$ cat src/rtl/bomba_pkg.sv
// Shared types, fault codes and helper functions for the N-pump tank-fill controller.
package bomba_pkg;

  // Controller states.
  typedef enum logic [1:0] {
    REPOSO = 2'd0,
    BOMBEO = 2'd1,
    ESPERA = 2'd2,
    FALLA  = 2'd3
  } estado_t;

  // Fault codes reported on codigo_o.
  localparam logic [1:0] COD_NINGUNO  = 2'b00;
  localparam logic [1:0] COD_INVALIDO = 2'b01;
  localparam logic [1:0] COD_SECO     = 2'b10;

  // True when the low n bits of palabra are a contiguous run of 1s starting at bit 0.
  function automatic logic es_termometro(input logic [31:0] palabra, input int n);
    logic visto_cero;
    logic ok;
    visto_cero = 1'b0;
    ok         = 1'b1;
    for (int i = 0; i < 32; i++) begin
      if (i < n) begin
        if (!palabra[i]) visto_cero = 1'b1;
        else if (visto_cero) ok = 1'b0;
      end
    end
    return ok;
  endfunction

  // Number of asserted bits among the low n bits of palabra.
  function automatic int unsigned popcount(input logic [31:0] palabra, input int n);
    int unsigned cuenta;
    cuenta = 0;
    for (int i = 0; i < 32; i++) begin
      if (i < n && palabra[i]) cuenta++;
    end
    return cuenta;
  endfunction

  // Largest of three integers, used to size the shared timer width.
  function automatic int max3(input int a, input int b, input int c);
    int m;
    m = (a > b) ? a : b;
    return (m > c) ? m : c;
  endfunction

endpackage

$ cat src/rtl/sensor_filtro.sv
// Level-sensor front end: 2-flop synchroniser, debounce and thermometer validity check.
// The accepted word, its validity and its level all update together, 2 + DEB_CYC
// cycles after a pin change. DEB_CYC must be at least 2.
module sensor_filtro
  import bomba_pkg::*;
#(
  parameter int N_NIV   = 3,
  parameter int DEB_CYC = 4,
  parameter int CNT_W   = 7
) (
  input  logic                       ck,
  input  logic                       rst_i,
  input  logic [N_NIV-1:0]           i_sensores,
  output logic [N_NIV-1:0]           o_palabra,
  output logic                       o_valida,
  output logic [$clog2(N_NIV+1)-1:0] o_nivel
);

  localparam int NW = $clog2(N_NIV + 1);
  localparam logic [CNT_W-1:0] DEB_MAX = CNT_W'(DEB_CYC);
  localparam logic [CNT_W-1:0] DEB_ULT = CNT_W'(DEB_CYC - 1);

  logic [N_NIV-1:0] r_sinc1;
  logic [N_NIV-1:0] r_sinc2;
  logic [N_NIV-1:0] r_cand;
  logic [CNT_W-1:0] r_cnt;
  logic [N_NIV-1:0] r_palabra;
  logic             r_valida;
  logic [NW-1:0]    r_nivel;
  logic             w_acepta;

  // Candidate has been stable long enough; this is its last counted cycle.
  assign w_acepta = (r_sinc2 == r_cand) && (r_cnt == DEB_ULT);

  // Two-flop synchroniser for the asynchronous sensor pins.
  // NOTE: every flop, including the synchroniser, is on the async reset so the
  // whole front end starts from a known all-zero (valid, empty tank) picture.
  always_ff @(posedge ck or negedge rst_i) begin
    if (!rst_i) begin
      r_sinc1 <= '0;
      r_sinc2 <= '0;
    end else begin
      // NOTE: non-blocking so r_sinc2 takes the old r_sinc1, forming two stages.
      r_sinc1 <= i_sensores;
      r_sinc2 <= r_sinc1;
    end
  end

  // Debounce: restart the stability count on any change, saturate once stable.
  always_ff @(posedge ck or negedge rst_i) begin
    if (!rst_i) begin
      r_cand <= '0;
      r_cnt  <= '0;
    end else if (r_sinc2 != r_cand) begin
      r_cand <= r_sinc2;
      r_cnt  <= CNT_W'(1);
    end else if (r_cnt != DEB_MAX) begin
      r_cnt <= r_cnt + 1'b1;
    end
  end

  // Accepted word with its validity and level, registered together.
  always_ff @(posedge ck or negedge rst_i) begin
    if (!rst_i) begin
      r_palabra <= '0;
      r_valida  <= 1'b1;
      r_nivel   <= '0;
    end else if (w_acepta) begin
      r_palabra <= r_cand;
      r_valida  <= es_termometro(32'(r_cand), N_NIV);
      r_nivel   <= NW'(popcount(32'(r_cand), N_NIV));
    end
  end

  assign o_palabra = r_palabra;
  assign o_valida  = r_valida;
  assign o_nivel   = r_nivel;

endmodule

$ cat src/rtl/bomba_ctrl_n.sv
// N-pump tank-fill controller: lead/lag rotation, assist pump, minimum-off lockout,
// dry-run timeout and a latched, coded alarm cleared by acknowledge.
module bomba_ctrl_n
  import bomba_pkg::*;
#(
  parameter int N_NIV    = 3,
  parameter int N_BOMBAS = 2,
  parameter int NIV_ARR  = 1,
  parameter int DEB_CYC  = 4,
  parameter int MIN_OFF  = 16,
  parameter int T_AYUDA  = 50,
  parameter int T_SECO   = 100
) (
  input  logic                       ck,
  input  logic                       rst_i,
  input  logic [N_NIV-1:0]           sensores_i,
  input  logic                       ack_i,
  output logic [N_BOMBAS-1:0]        bomba_o,
  output logic                       alarma_o,
  output logic [1:0]                 codigo_o,
  output logic [$clog2(N_NIV+1)-1:0] nivel_o
);

  localparam int CNT_W = $clog2(max3(T_SECO, MIN_OFF, DEB_CYC) + 1);
  localparam int NW    = $clog2(N_NIV + 1);
  localparam int LW    = (N_BOMBAS > 1) ? $clog2(N_BOMBAS) : 1;

  localparam logic [CNT_W-1:0] C_AYUDA = CNT_W'(T_AYUDA);
  localparam logic [CNT_W-1:0] C_SECO  = CNT_W'(T_SECO);
  // The lockout counter starts at 1 on entry and the one REPOSO cycle before a
  // restart is also pump-off time, so leaving at MIN_OFF-1 gives MIN_OFF off cycles.
  localparam logic [CNT_W-1:0] C_ESP   = CNT_W'(MIN_OFF - 1);
  localparam logic [CNT_W-1:0] C_SAT   = {CNT_W{1'b1}};

  estado_t             r_estado;
  logic [LW-1:0]       r_lider;
  logic [CNT_W-1:0]    r_prog;
  logic [CNT_W-1:0]    r_espera;
  logic [NW-1:0]       r_nivel_ant;
  logic [N_BOMBAS-1:0] r_bomba;
  logic                r_alarma;
  logic [1:0]          r_codigo;

  estado_t             w_estado_sig;
  logic [LW-1:0]       w_lider_sig;
  logic [CNT_W-1:0]    w_prog_sig;
  logic [CNT_W-1:0]    w_espera_sig;
  logic [N_BOMBAS-1:0] w_bomba_sig;
  logic                w_alarma_sig;
  logic [1:0]          w_codigo_sig;

  logic [N_NIV-1:0]    w_palabra;
  logic                w_valida;
  logic [NW-1:0]       w_nivel;
  logic [LW-1:0]       w_lag;
  logic [N_BOMBAS-1:0] w_lider_oh;
  logic [N_BOMBAS-1:0] w_lag_oh;
  logic                w_arranque;
  logic                w_lleno;
  logic                w_sube;

  sensor_filtro #(
    .N_NIV  (N_NIV),
    .DEB_CYC(DEB_CYC),
    .CNT_W  (CNT_W)
  ) u_filtro (
    .ck        (ck),
    .rst_i     (rst_i),
    .i_sensores(sensores_i),
    .o_palabra (w_palabra),
    .o_valida  (w_valida),
    .o_nivel   (w_nivel)
  );

  // Lag pump is the next one after the lead, wrapping at N_BOMBAS.
  assign w_lag      = (r_lider == LW'(N_BOMBAS - 1)) ? '0 : r_lider + 1'b1;
  assign w_lider_oh = N_BOMBAS'(1) << r_lider;
  assign w_lag_oh   = N_BOMBAS'(1) << w_lag;
  assign w_arranque = int'(w_nivel) < NIV_ARR;
  assign w_lleno    = &w_palabra;
  assign w_sube     = w_nivel > r_nivel_ant;

  // Next-state, timer and registered-output logic; priority invalid > dry > full > start.
  always_comb begin
    // NOTE: every target gets a default first so no path leaves one unassigned (no latch).
    w_estado_sig = r_estado;
    w_lider_sig  = r_lider;
    w_prog_sig   = r_prog;
    w_espera_sig = r_espera;
    w_bomba_sig  = '0;
    w_alarma_sig = r_alarma;
    w_codigo_sig = r_codigo;

    case (r_estado)
      REPOSO: begin
        if (!w_valida) begin
          w_estado_sig = FALLA;
          w_alarma_sig = 1'b1;
          w_codigo_sig = COD_INVALIDO;
        end else if (w_arranque) begin
          w_estado_sig = BOMBEO;
          w_prog_sig   = '0;
          w_bomba_sig  = w_lider_oh;
        end
      end

      BOMBEO: begin
        if (!w_valida) begin
          w_estado_sig = FALLA;
          w_alarma_sig = 1'b1;
          w_codigo_sig = COD_INVALIDO;
        end else if (r_prog == C_SECO) begin
          w_estado_sig = FALLA;
          w_alarma_sig = 1'b1;
          w_codigo_sig = COD_SECO;
        end else if (w_lleno) begin
          w_estado_sig = ESPERA;
          w_lider_sig  = w_lag;
          w_espera_sig = CNT_W'(1);
        end else begin
          if (w_sube) w_prog_sig = '0;
          else if (r_prog != C_SAT) w_prog_sig = r_prog + 1'b1;
          w_bomba_sig = w_lider_oh;
          if (N_BOMBAS > 1 && w_prog_sig >= C_AYUDA) w_bomba_sig = w_lider_oh | w_lag_oh;
        end
      end

      ESPERA: begin
        if (!w_valida) begin
          w_estado_sig = FALLA;
          w_alarma_sig = 1'b1;
          w_codigo_sig = COD_INVALIDO;
        end else if (r_espera >= C_ESP) begin
          w_estado_sig = REPOSO;
        end else begin
          w_espera_sig = r_espera + 1'b1;
        end
      end

      FALLA: begin
        // The first fault code is held; only a valid word plus ack releases it.
        if (w_valida && ack_i) begin
          w_estado_sig = ESPERA;
          w_espera_sig = CNT_W'(1);
          w_alarma_sig = 1'b0;
          w_codigo_sig = COD_NINGUNO;
        end
      end

      default: begin
        w_estado_sig = REPOSO;
      end
    endcase
  end

  // State, lead pointer, timers and output registers.
  always_ff @(posedge ck or negedge rst_i) begin
    if (!rst_i) begin
      r_estado    <= REPOSO;
      r_lider     <= '0;
      r_prog      <= '0;
      r_espera    <= '0;
      r_nivel_ant <= '0;
      r_bomba     <= '0;
      r_alarma    <= 1'b0;
      r_codigo    <= COD_NINGUNO;
    end else begin
      r_estado    <= w_estado_sig;
      r_lider     <= w_lider_sig;
      r_prog      <= w_prog_sig;
      r_espera    <= w_espera_sig;
      r_nivel_ant <= w_nivel;
      r_bomba     <= w_bomba_sig;
      r_alarma    <= w_alarma_sig;
      r_codigo    <= w_codigo_sig;
    end
  end

  assign bomba_o  = r_bomba;
  assign alarma_o = r_alarma;
  assign codigo_o = r_codigo;
  assign nivel_o  = w_nivel;

endmodule

$ cat config.mk
export PLATFORM = sky130hd
export DESIGN_NAME = bomba_ctrl_n
export DESIGN_NICKNAME = d
export VERILOG_FILES = /design/src/rtl/bomba_pkg.sv /design/src/rtl/sensor_filtro.sv /design/src/rtl/bomba_ctrl_n.sv
export SDC_FILE = /design/constraint.sdc
export NUM_CORES = 1
export LEC_CHECK = 0
export BUFFER_PORTS_ARGS = -buffer_cell sky130_fd_sc_hd__buf_2
export CORE_ASPECT_RATIO = 0.7
export CORE_UTILIZATION = 57
export CTS_BUF_LIST = sky130_fd_sc_hd__clkbuf_8
export CTS_CLUSTER_DIAMETER = 60
export DETAILED_ROUTE_END_ITERATION = 8
export PLACE_DENSITY = 0.79
export SYNTH_ARGS = -nofsm -noshare
export SYNTH_HDL_FRONTEND = slang
export SYNTH_SLANG_ARGS = --single-unit
$ cat constraint.sdc
create_clock -name ck -period 2.01 [get_ports ck]
set_input_delay 0.3015 -clock ck [delete_from_list [all_inputs] [get_ports ck]]
set_output_delay 0.3015 -clock ck [all_outputs]
set_load 0.02 [all_outputs]
# Word-level counts from Yosys, hierarchy flattened
# Index checks and enable logic that the tools add are counted.
# op_classes
order_cmp,4
bitwise,2
n_eq_ne,23
mux,61
reduce_logical,13
n_shift,2
add_sub_neg,6
# op_table
op,n
7-bit 2-to-1 mux,19
2-bit 2-to-1 mux,22
7-bit by 1-bit adder with 7-bit output (second input constant),3
7-bit case mux with 3 select lines,1
1-bit 2-to-1 mux,14
2-bit != test (second input constant),7
7-bit case mux with 2 select lines,1
6-bit AND reduction,2
3-bit != test (second input constant),3
2-bit case mux with 4 select lines,1
7-bit by 2-bit == test with 1-bit output (second input constant),1
7-bit == test (second input constant),1
7-bit by 4-bit greater-or-equal comparator with 1-bit output (second input constant),1
7-bit by 6-bit greater-or-equal comparator with 1-bit output (second input constant),1
7-bit by 3-bit != test with 1-bit output (second input constant),1
7-bit != test (second input constant),1
7-bit AND reduction,1
2-bit by 1-bit != test with 1-bit output (second input constant),3
2-bit case mux with 3 select lines,1
3-bit AND reduction,2
2-bit by 1-bit adder with 2-bit output (second input constant),2
2-bit == test (second input constant),2
4-bit != test (second input constant),1
2-bit case mux with 2 select lines,1
other kinds (16),19
# totals
output_inout_bits,7
word_cells,126
regBits,46

# Logic depth before layout (Yosys ltp)
# Gate-level depths: netlist of run 1.
# logic_depth
depth_word,13
ltp_mapped,8
ltp_nobuf,7

# By module
# From an unflattened synthesis of run 1, not the netlist that was laid out.
# unflattened
cells_unflattened,224
hier_area_um2,2322.2
# modules_own_cells
mod,cells_per_inst,instances,area_each_um2,seq_area_each_um2
bomba_ctrl_n,149,1,1380.1,600.6
sensor_filtro,75,1,942.2,551.8

# Worst setup path before layout of run 1
# Ideal clock, no wire load.
# synth_path
kind,flip-flop to flip-flop
start,register r_prog[0]
end,register r_prog[0]
path_stages_with_launch,8
t_arrival_ps,1872
setup_ps,86
path_buffers,0
slack_ps,52
cell_sequence,dfrtp_1 -> inv_1 -> ha_1 -> nand4b_2 -> nor2_2 -> o32a_2 -> or4_4 -> o221ai_2
# synth_between
elab_chain_cells,11
elab_cells_between_ends,15
# synth_rtl
item,line_no,source
start: declaration,bomba_ctrl_n.sv:37,logic [CNT_W-1:0] r_prog;
start signal: assignment,bomba_ctrl_n.sv:170,r_prog <= w_prog_sig;
7-bit by 1-bit adder with 7-bit output / 7-bit != test (equally long branches),bomba_ctrl_n.sv:122,else if (r_prog != C_SAT) w_prog_sig = r_prog + 1'b1;
7-bit 2-to-1 mux,bomba_ctrl_n.sv:122,
7-bit 2-to-1 mux,bomba_ctrl_n.sv:121,if (w_sube) w_prog_sig = '0;
7-bit 2-to-1 mux,bomba_ctrl_n.sv:116,end else if (w_lleno) begin
7-bit 2-to-1 mux,bomba_ctrl_n.sv:112,end else if (r_prog == C_SECO) begin
7-bit 2-to-1 mux,bomba_ctrl_n.sv:108,if (!w_valida) begin
7-bit 2-to-1 mux,bomba_ctrl_n.sv:94,case (r_estado)
7-bit 2-to-1 mux,bomba_ctrl_n.sv:116,
7-bit 2-to-1 mux,bomba_ctrl_n.sv:112,
7-bit 2-to-1 mux,bomba_ctrl_n.sv:108,
7-bit case mux with 2 select lines,bomba_ctrl_n.sv:94,
# Parallel ways exist; a longest one is shown, timed or not. The select of a mux whose other input is x is not followed.
# A chain may end at the register's enable or synchronous reset.

# Worst setup path after layout of run 1
# layout_path
start,register r_prog[1]
end,register r_prog[0]
# layout_between
elab_chain_cells,11
elab_cells_between_ends,14
# layout_rtl
item,line_no
7-bit != test,bomba_ctrl_n.sv:122
7-bit 2-to-1 mux,bomba_ctrl_n.sv:122
7-bit 2-to-1 mux,bomba_ctrl_n.sv:121
7-bit 2-to-1 mux,bomba_ctrl_n.sv:116
7-bit 2-to-1 mux,bomba_ctrl_n.sv:112
7-bit 2-to-1 mux,bomba_ctrl_n.sv:108
7-bit 2-to-1 mux,bomba_ctrl_n.sv:94
7-bit 2-to-1 mux,bomba_ctrl_n.sv:116
7-bit 2-to-1 mux,bomba_ctrl_n.sv:112
7-bit 2-to-1 mux,bomba_ctrl_n.sv:108
7-bit case mux with 2 select lines,bomba_ctrl_n.sv:94
# Parallel ways exist; a longest one is shown, timed or not. The select of a mux whose other input is x is not followed.

==> results by group, run 1 <==
Power
  – Maximum VDD drop: 0.5593 mV
  – LEAKAGE: 1.188 nW
  – P per Cell Area: 862.1 mW/mm²
  – Total power: 0.002210 W

Worst hold path
  – HP Class: input pin to asynchronous set/reset pin

Timing
  – RSZ-0062 raised after global routing: false
  – Post-route minimum period: 1.860 ns
  – Count of final hold-check violations: 0
  – Final slew viol count: 0
  – Max-Slew Margin vs Limit: 62.70%
  – Max frequency: 537.6 MHz
  – Final period utilization: 92.55%
  – Worst-Margin Slew: 0.5595 ns
  – Setup_tns: 0 ns
  – Endpoints failing setup: 0
  – Clock Skews: 0.006707 ns

Drt
  – 1st-iter DRT viols: 112
  – Detailed-route via count: 1719
  – TritonRoute pass-1 iters: 4
  – Via density: 5.730
  – Wirelength per Cell: 14.60 µm
  – DRC: 0
  – Antenna viol nets, final: 0
  – Final wirelength: 4.379 mm

CTS
  – TritonCTS clock tree: yes
  – Num CTS Buffers: 5
  – Clock-pin slew on the worst setup and hold paths: 0.08 ns
  – Root Buffer Master: clkbuf_8
  – H-tree Lvls: 2
  – Post-CTS setup buffer count: 0
  – Clock Path Buffers: 2
  – # clock sinks: 46
  – Clock latency on the worst-skew pair: 0.30 ns

Yosys
  – Seq/Total Area, Yosys: 50.14%
  – Yosys reg bits: 46
  – Syn Area/Cell: 10.13 µm²
  – Cell Area, Synth: 0.002298 mm²
  – Syn Inst Count: 227
  – Unique cell type count in the Yosys netlist: 55
  – Largest cells by area after synthesis: dfrtp_1 49%, ha_1 4.9%, nand2_1 3.6%
  – EDFF count, synth: 0
  – Synth Net Count: 242
  – Synth warnings: 0
  – Share of synthesized flip-flops with an asynchronous set or reset: 100.0%
  – Yosys top cell area share: 48.99%
  – Cell accounting for the most synthesized area: dfrtp_1
  – Dominant synthesized flop cell: dfrtp_1

Floorplan
  – Die ar.: 0.004295 mm²
  – Initial core utilization: 62.23%
  – Rows: 18
  – Placeable Area: 0.003694 mm²
  – # IOs: 13
  – Die Wd: 77.90 µm
  – Die H: 55.13 µm

Final layout
  – Final nets: 264
  – Area growth syn-to-layout: 11.54%
  – # fillers: 292
  – Fraction of layout cells with a size suffix above 1: 17.60%
  – Final instance area: 0.002564 mm²
  – Antenna cells: 0

Setup path
  – CP Launch Type: flop
  – Crit path required time: 2.24 ns
  – Critical path data arrival time: 2.09 ns
  – Worst Setup Path Type: flop to flop
  – Nature of the critical path endpoint: flop
  – CP max FO: 6

Placement
  – GPL Wtd Cong: 0.8582
  – Placed cell area: 0.002471 mm²
  – Dpl hpwl: 3.030 mm
  – Buffers added on ports: 12

Global route
  – Pin count of the biggest net entering global routing: 47
  – Global-route wire length before repair: 7.638 mm
  – Grt total ovfl: 0
  – Vias in the first global route: 1640
  – Initial antenna violation count: 0
  – GRT Overall Usage: 24.38%

Run
  – MaxCap Viol Count: 0

Outcome
  – Outcome: complete, no violations
## cells by family after synthesis
| group | after synthesis | share of synthesized area (%) |
|---|---|---|
| buffers and inverters | 26 | 4.845 |
| muxes | 8 | 3.756 |
| and+or+nand+nor | 78 | 18.56 |
| adders and majority gates | 9 | 4.899 |
| DFF | 46 | 50.14 |
| xor gates and xnor gates | 8 | 3.048 |
| AOI/OAI and AO/OA | 52 | 14.75 |
## layer usage
metal  wire [µm]  part of all wire, %  track usage (%)  vias up
li1            -                    -                -      838
met3         212                  4.8            6.885        5
met5           0                    0                0        -
met1        2197                   50            32.17      819
met2        1929                   44            40.71       57
met4          40                 0.91            6.481        0
## stage by stage
stage,instances,hold slack [ns],util [%],setup slack [ns]
after CTS,300,0.08286,69.38,0.1101
after floorplan,227,0.005909,-,0.05246
after detailed placement,292,0.3363,66.90,0.1298
final,300,0.05468,69.41,0.1498
after global routing,300,0.08466,69.41,0.01626
after global placement,292,0.3330,66.90,0.1499
## placed cells by master, fill, tap and decap left out, types with 2 or more instances in the layout
cell type  synthesis  routed
nor2_1            14      14
a31oi_1            4       4
o21ai_1            4       4
clkbuf_8           0       6
buf_4              1      14
a21boi_0           2       2
and4_1             2       2
nand3_1            9       9
nand2_1           22      22
mux2i_1            3       3
xnor2_1            4       4
mux2_1             4       4
nand2b_1           3       3
and3_1             5       5
o21a_1             2       2
xor2_1             4       4
buf_2              2      12
o22ai_1            2       2
dfrtp_1           45      44
nor2b_1            5       5
a21oi_1           14      14
o211ai_1           3       3
o21ai_0            8       8
ha_1               9       9
nor3_1             3       3
or3_1              3       3
inv_1             15      16
## critical path, cell delays in order, from the launching register on
cell and delay (ns):
dfrtp_2 0.41, inv_1 0.07, ha_1 0.19, nand4b_2 0.10
nor2_2 0.05, o32a_2 0.39, or4_4 0.51, o221ai_2 0.07
## layout make-up
cell class                 count  area (µm²)  share of cell area, %
clock inverter                 2       8.758                 0.3416
inverter                      15       56.30                  2.196
sequential                    46        1154                  45.00
timing repair buffer          26       165.2                  6.442
clock buffer                   6       82.58                  3.221
tap                           50       62.56                  2.440
multi-input combinational    155        1035                  40.36
## registers in the layout, indices dropped and copies added (netlist names)
register and cells:
u_filtro.o_palabra 3, r_estado 2, r_nivel_ant 2, u_filtro.o_valida 1, u_filtro.r_cnt 7, r_espera 7, u_filtro.r_cand 3, r_lider 1
alarma_o 1, codigo_o 2, u_filtro.o_nivel 2, bomba_o 2, u_filtro.r_sinc1 3, r_prog 7, u_filtro.r_sinc2 3
## cell usage after synthesis (2+ instances only)
cell      number
dfrtp_1       45
nand2_1       22
inv_1         15
a21oi_1       14
nor2_1        14
ha_1           9
nand3_1        9
o21ai_0        8
clkbuf_1       7
and3_1         5
nor2b_1        5
a31oi_1        4
mux2_1         4
o21ai_1        4
xnor2_1        4
xor2_1         4
mux2i_1        3
nand2b_1       3
nor3_1         3
o211ai_1       3
or3_1          3
a21boi_0       2
and4_1         2
buf_2          2
o21a_1         2
o22ai_1        2
## timing repair
action                                  4_1_cts  5_1_grt
hold buffers                                  0        0
endpoints found under the setup margin        0        2
resized for setup                             0        1
## path summary, 6_finish.rpt
path | from | endpoint | slack [ns] | cells after the start
max in group asynchronous | rst_i | r_prog[1] | 1.53 | 2
worst min register to register | u_filtro.r_sinc1[0] | u_filtro.r_sinc2[0] | 0.36 | 0
worst min-delay path | rst_i | r_espera[0] | 0.05 | 2
worst max-delay path | r_prog[1] | r_prog[0] | 0.15 | 7
worst max register to register | r_prog[1] | r_prog[0] | 0.15 | 7
min in group ck | sensores_i[0] | u_filtro.r_sinc1[0] | 0.10 | 1
## power by group
group	leakage [nW]	internal, W	switching [W]
Sequential	0.587	0.00105	0.0000895
Combinational	0.549	0.000221	0.000275
Clock	0.0524	0.000273	0.000304
No activity file was read; power rests on OpenSTA's default activity.
==> run 2: changes to the inputs <==
- RECOVER_POWER: default -> 100
- SETUP_SLACK_MARGIN: default -> 0.3
==> run 2 against run 1 <==
  * The run now ends with max-capacitance violations, max-slew violations left
  * First-iteration DRC count grew 35%
  * Register-to-register slack improved by 0.02 ns
  * Global-route usage up 0.76 points
  * Clock power grew 46%
  * Worst setup slack better by 0.016 ns
  * Clock skew is 0.0012 ns higher
  * Critical endpoint unchanged
  * Sequential cell count did not move
  * Maximum frequency rose by 0.89%
  * Sequential share of layout area shrank 3.2 points
  * Final area grew 8.2%
  * Largest cell class unchanged
  * Via count increased by 4.0%
  * Critical path depth unchanged
==> results by group, run 2 (same netlist as run 1, synthesis figures left out) <==
Global route
  – GRT Overall Usage: 25.14% (was 24.38%)
  – Pin count of the biggest net entering global routing: 31 (was 47)
  – Vias in the first global route: 1681 (was 1640)
  – Global-route wire length before repair: 7.852 mm (was 7.638 mm)
  – Initial antenna violation count: 0 (unchanged)
  – Grt total ovfl: 0 (unchanged)

Floorplan
  – Initial core utilization: 62.23% (unchanged)
  – # IOs: 13 (unchanged)
  – Die ar.: 0.004295 mm² (unchanged)
  – Die H: 55.13 µm (unchanged)
  – Die Wd: 77.90 µm (unchanged)
  – Placeable Area: 0.003694 mm² (unchanged)
  – Rows: 18 (unchanged)

Timing
  – Max-Slew Margin vs Limit: -6.150% (was 62.70%)
  – Worst-Margin Slew: 1.592 ns (was 0.5595 ns)
  – Clock Skews: 0.007922 ns (was 0.006707 ns)
  – Final slew viol count: 31 (was 0)
  – Final period utilization: 91.73% (was 92.55%)
  – Max frequency: 542.3 MHz (was 537.6 MHz)
  – Setup_tns: 0 ns (unchanged)
  – RSZ-0062 raised after global routing: true (was false)
  – Post-route minimum period: 1.844 ns (was 1.860 ns)
  – Endpoints failing setup: 0 (unchanged)
  – Count of final hold-check violations: 0 (unchanged)

Placement
  – Dpl hpwl: 3.058 mm (was 3.030 mm)
  – GPL Wtd Cong: 0.9249 (was 0.8582)
  – Placed cell area: 0.002524 mm² (was 0.002471 mm²)
  – Buffers added on ports: 12 (unchanged)

Final layout
  – Most frequent cells in the layout: 40 x dfrtp_1, 22 x nand2_1, 22 x buf_4 (was 44 x dfrtp_1, 22 x nand2_1, 16 x inv_1)
  – Final nets: 276 (was 264)
  – Fraction of layout cells with a size suffix above 1: 23.66% (was 17.60%)
  – Most common cell after layout, fill and taps aside: dfrtp_1 (unchanged)
  – Area growth syn-to-layout: 20.63% (was 11.54%)
  – Antenna cells: 0 (unchanged)
  – Final instance area: 0.002773 mm² (was 0.002564 mm²)
  – Fin util: 75.07% (was 69.41%)
  – Largest regs: r_espera x7, r_prog x7, u_filtro.r_cnt x7 (unchanged)
  – # fillers: 246 (was 292)

Drt
  – Detailed-route via count: 1788 (was 1719)
  – Wirelength per Cell: 15.79 µm (was 14.60 µm)
  – Via density: 5.731 (was 5.730)
  – DRC: 0 (unchanged)
  – Antenna viol nets, final: 0 (unchanged)
  – Final wirelength: 4.926 mm (was 4.379 mm)
  – TritonRoute pass-1 iters: 4 (unchanged)
  – 1st-iter DRT viols: 151 (was 112)

Outcome
  – Failing checks: max-capacitance violations, max-slew violations
  – Outcome: finished with violations (was complete, no violations)

Setup path
  – Worst Setup Path Type: flop to flop (unchanged)
  – Critical path data arrival time: 2.06 ns (was 2.09 ns)
  – CP Launch Type: flop (unchanged)
  – Crit path required time: 2.23 ns (was 2.24 ns)
  – Critical path, cell by cell: inv_1 -> ha_1 -> nand4b_1 -> nor2_4 -> o32a_2 -> or4_4 -> o221ai_2 (was inv_1 -> ha_1 -> nand4b_2 -> nor2_2 -> o32a_2 -> or4_4 -> o221ai_2)
  – Slowest CP cell: or4_4 (unchanged)
  – Nature of the critical path endpoint: flop (unchanged)
  – CP max FO: 7 (was 6)
  – Worst stage delay on the critical path: 0.42 ns (was 0.51 ns)

Power
  – LEAKAGE: 1.252 nW (was 1.188 nW)
  – P per Cell Area: 945.8 mW/mm² (was 862.1 mW/mm²)
  – Maximum VDD drop: 0.5825 mV (was 0.5593 mV)

Worst hold path
  – HP Class: input pin to flop (was input pin to asynchronous set/reset pin)

CTS
  – Clock Path Buffers: 2 (unchanged)
  – TritonCTS clock tree: yes (unchanged)
  – # clock sinks: 46 (unchanged)
  – Clock latency on the worst-skew pair: 0.30 ns (about the same)
  – Clock-pin slew on the worst setup and hold paths: 0.08 ns (about the same)
  – Root Buffer Master: clkbuf_8 (unchanged)
  – H-tree Lvls: 2 (unchanged)
  – Num CTS Buffers: 5 (unchanged)

Run
  – MaxCap Viol Count: 1 (was 0)
run 2: power breakdown:
part           switching, W  internal (W)  total (W)
registers         0.0000937       0.00105    0.00115
logic              0.000333      0.000302   0.000635
clock network      0.000312      0.000530   0.000842
total              0.000739       0.00188    0.00262
run 2: path summary, 6_finish.rpt:
kind | from | end | slack, ns | cells past startpoint
max | r_prog[0] | r_prog[0] | 0.17 | 7
min | sensores_i[1] | u_filtro.r_sinc1[1] | 0.1 | 1
max reg2reg | r_prog[0] | r_prog[0] | 0.17 | 7
min reg2reg | u_filtro.r_sinc1[0] | u_filtro.r_sinc2[0] | 0.35 | 0
max in group asynchronous | rst_i | u_filtro.r_cand[2] | 0.55 | 2
min in group asynchronous | rst_i | u_filtro.r_cnt[6] | 0.38 | 1
run 2: layout make-up:
type / instances / area, µm² / share of cell area, %
clock buffer: 6 / 82.58 / 2.978
timing repair buffer: 38 / 239.0 / 8.619
tap: 50 / 62.56 / 2.256
clock inverter: 2 / 60.06 / 2.166
sequential: 46 / 1159 / 41.79
inverter: 15 / 56.30 / 2.031
multi-input combinational: 155 / 1114 / 40.16
run 2: stage by stage:
step	cells	total power (W)	setup WS [ns]	hold WS, ns
final	312	0.002622	0.1661	0.09769
after global routing	312	0.002753	0.1026	0.08051
after CTS	307	0.002567	0.2967	0.04557
after detailed placement	291	0.001670	0.1970	0.3356
after global placement	291	0.001646	0.2389	0.3314
after floorplan	227	0.001513	0.3056	0.005909
run 2: what timing repair did:
action / 4_1_cts / 5_1_grt
gates resized for setup: 11 / 14
pin swaps: 6 / 7
setup buffers: 8 / 4
setup endpoints to repair: 14 / 17
cloned: 0 / 1
hold buffers: 0 / 0
run 2: critical path, delay by kind of cell (launching register included):
family | cells | cell delay (ns)
simple gates | 3 | 0.70
compound gates | 2 | 0.44
flops | 1 | 0.37
fa+ha+maj | 1 | 0.19
buf+inv | 1 | 0.07
run 2: layer usage:
| metal | up-vias | GRT usage, % | share of wire, % |
|---|---|---|---|
| met5 | - | 0 | 0 |
| li1 | 871 | - | - |
| met2 | 50 | 41.15 | 47 |
| met3 | 6 | 9.016 | 5.7 |
| met1 | 861 | 32.28 | 47 |
| met4 | 0 | 7.407 | 0.91 |
==> run 3: changes to the inputs <==
- CORE_UTILIZATION: 57 -> 63
- PLACE_DENSITY: 0.79 -> 0.83
- clock period: 2.01 -> 1.8 ns (I/O delays scaled with it)
==> run 3 against run 2 <==
  * The flow now finishes without violations
  * Combinational power grew 31%
  * Count of clock-buffer cells in the layout is the same
  * Clock skew grew 0.0071 ns
  * Routed wire length grew 21%
  * Global-route usage grew 6.7 points
  * Via count grew 11%
  * Final cell count shrank 0.96%
  * Sequential cell count is the same
  * Critical path depth shrank 2
  * Die area shrank 9.2%
  * Largest power group unchanged
  * Highest routed layer unchanged
==> results by group, run 3 (same netlist as run 1, synthesis figures left out) <==
Outcome
  – Outcome: complete, no violations (was finished with violations)

CTS
  – Clock latency on the worst-skew pair: 0.32 ns (was 0.30 ns)
  – Clock-pin slew on the worst setup and hold paths: 0.10 ns (was 0.08 ns)
  – TritonCTS clock tree: yes (unchanged)
  – H-tree Lvls: 2 (unchanged)
  – Root Buffer Master: clkbuf_8 (unchanged)
  – Num CTS Buffers: 5 (unchanged)
  – # clock sinks: 46 (unchanged)
  – Clock Path Buffers: 2 (unchanged)

Floorplan
  – Rows: 17 (was 18)
  – Die H: 52.54 µm (was 55.13 µm)
  – Initial core utilization: 69.27% (was 62.23%)
  – Placeable Area: 0.003318 mm² (was 0.003694 mm²)
  – Die ar.: 0.003898 mm² (was 0.004295 mm²)
  – # IOs: 13 (unchanged)
  – Die Wd: 74.20 µm (was 77.90 µm)

Worst hold path
  – HP Class: input pin to flop (unchanged)
  – Worst hold path startpoint: sensores_i[2] (was sensores_i[1])

Setup path
  – Critical path data arrival time: 2.02 ns (was 2.06 ns)
  – Worst Setup Path Type: flop to flop (unchanged)
  – CP Launch Type: flop (unchanged)
  – Nature of the critical path endpoint: flop (unchanged)
  – Reg2reg path depth: 5 (was 7)
  – FF-to-FF End: r_prog[0] (unchanged)
  – CP max FO: 7 (unchanged)
  – Reg-to-Reg Start: r_prog[2] (was r_prog[0])
  – Critical Path Start: r_prog[2] (was r_prog[0])
  – Crit path required time: 2.05 ns (was 2.23 ns)
  – CP endpoint: r_prog[0] (unchanged)
  – Flop-to-flop setup slack: 0.03 ns (was 0.17 ns)

Final layout
  – Final nets: 276 (unchanged)
  – Area growth syn-to-layout: 24.93% (was 20.63%)
  – Antenna cells: 0 (unchanged)
  – Most common cell after layout, fill and taps aside: dfrtp_1 (unchanged)
  – Most frequent cells in the layout: 41 x dfrtp_1, 21 x buf_4, 19 x nand2_1, 13 x nor2_1, 12 x buf_2 (was 40 x dfrtp_1, 22 x nand2_1, 22 x buf_4)
  – Fraction of layout cells with a size suffix above 1: 34.35% (was 23.66%)
  – Multi-input logic area: 0.001239 mm² (was 0.001114 mm²)
  – Register area: 0.001157 mm² (was 0.001159 mm²)
  – Finished Layout Cells: 309 (was 312)
  – # fillers: 157 (was 246)
  – Largest regs: r_espera x7, r_prog x7, u_filtro.r_cnt x7 (unchanged)

Power
  – Sequential share of power: 46.0% (was 43.7%)
  – Clock power frac: 24.4% (was 32.1%)
  – Total power: 0.002818 W (was 0.002622 W)
  – Sw Share: 33.68% (was 28.17%)
  – LEAKAGE: 1.352 nW (was 1.252 nW)
  – Maximum VDD drop: 0.9317 mV (was 0.5825 mV)
  – Int Power: 0.001869 W (was 0.001884 W)
  – P per Cell Area: 981.3 mW/mm² (was 945.8 mW/mm²)
  – Comb pwr share: 29.6% (was 24.2%)
  – Net load switching power: 0.0009489 W (was 0.0007387 W)

Drt
  – Wirelength per Cell: 19.35 µm (was 15.79 µm)
  – Final wirelength: 5.978 mm (was 4.926 mm)
  – Detailed-route via count: 1980 (was 1788)
  – Antenna viol nets, final: 0 (unchanged)
  – Via density: 6.408 (was 5.731)
  – DRC: 0 (unchanged)
  – 1st-iter DRT viols: 224 (was 151)
  – TritonRoute pass-1 iters: 5 (was 4)

Timing
  – Max frequency: 564.8 MHz (was 542.3 MHz)
  – Final slew viol count: 0 (was 31)
  – Count of final hold-check violations: 0 (unchanged)
  – Final period utilization: 98.36% (was 91.73%)
  – RSZ-0062 raised after global routing: true (unchanged)
  – Clock Skews: 0.01502 ns (was 0.007922 ns)
  – Max-Slew Margin vs Limit: 56.77% (was -6.150%)
  – Endpoints failing setup: 0 (unchanged)
  – Post-route minimum period: 1.770 ns (was 1.844 ns)
  – Worst-Margin Slew: 0.6485 ns (was 1.592 ns)

Global route
  – Grt total ovfl: 0 (unchanged)
  – GRT Overall Usage: 31.85% (was 25.14%)
  – Grt met2 use: 51.06% (was 41.15%)
  – Initial antenna violation count: 0 (unchanged)
  – Vias in the first global route: 1877 (was 1681)
  – Grt met3 use: 6.923% (was 9.016%)
  – Most used routing layer: met2 (unchanged)
  – Global-route wire length before repair: 8.894 mm (was 7.852 mm)
  – Met1 global-route usage: 40.41% (was 32.28%)
  – Pin count of the biggest net entering global routing: 23 (was 31)

Run
  – MaxCap Viol Count: 0 (was 1)

Placement
  – DP Cell Count: 289 (was 291)
  – GPL Wtd Cong: 0.9007 (was 0.9249)
  – Buffers added on ports: 12 (unchanged)
  – Dpl hpwl: 3.357 mm (was 3.058 mm)
run 3: how the worst min path moves through the flow:
stage                                     end  slack [ns]  cells after the start
after detailed placement    u_filtro.r_cnt[1]        0.16                      1
after floorplan                      alarma_o       -0.03                      0
final                     u_filtro.r_sinc1[2]        0.06                      1
after global routing      u_filtro.r_sinc1[0]        0.05                      1
after CTS                 u_filtro.r_sinc1[0]        0.05                      1
after global placement      u_filtro.r_cnt[1]        0.14                      1
run 3: power by group through the flow:
| stage | Clock (W) | Sequential, W | Combinational (W) |
|---|---|---|---|
| 2_1_floorplan | 0 | 0.00133 | 0.000383 |
| 3_3_place_gp | 0 | 0.00130 | 0.000554 |
| 3_5_place_dp | 0 | 0.00131 | 0.000595 |
| 4_1_cts | 0.000676 | 0.00129 | 0.000708 |
| 5_1_grt | 0.000736 | 0.00130 | 0.000877 |
| 6_report | 0.000688 | 0.00129 | 0.000835 |
run 3: metrics by stage:
stage | instance area, µm² | setup slack, ns | utilization [%] | setup TNS, ns | hold slack, ns
2_1_floorplan | 2384 | 0.09562 | - | 0 | -0.02559
3_3_place_gp | 2547 | 0.1191 | 76.77 | 0 | 0.1383
3_5_place_dp | 2547 | 0.05823 | 76.77 | 0 | 0.1578
4_1_cts | 2811 | 0.1303 | 84.73 | 0 | 0.05480
5_1_grt | 2872 | -0.07523 | 86.54 | -0.09223 | 0.05124
6_report | 2872 | 0.02952 | 86.54 | 0 | 0.05959
run 3: critical path, stage by stage (launching register included):
cell      delay (ns)
dfrtp_1         0.51
nand2b_1        0.22
nor2_4          0.10
o32a_2          0.36
or4_4           0.43
o221ai_2        0.07
run 3: final cells by class:
cell class                 count  area share (%)
sequential                    46           40.31
multi-input combinational    155           43.14
tap                           47           2.048
clock buffer                   6           2.876
inverter                      15           1.961
clock inverter                 2          0.4357
timing repair buffer          38           9.237
run 3: per-layer routing:
| metal | wire length (µm) | vias up |
|---|---|---|
| li1 | - | 866 |
| met1 | 2443 | 940 |
| met2 | 2820 | 133 |
| met3 | 409 | 41 |
| met4 | 305 | 0 |
| met5 | 0 | - |
run 3: timing repair:
| action | CTS | global route |
|---|---|---|
| hold buffers | 1 | 0 |
| pin swaps | 8 | 10 |
| buffers inserted | 8 | 2 |
| gates resized for setup | 25 | 17 |
| setup endpoints to repair | 22 | 29 |
| gates cloned | 1 | 0 |
| hold endpoints to repair | 9 | 0 |
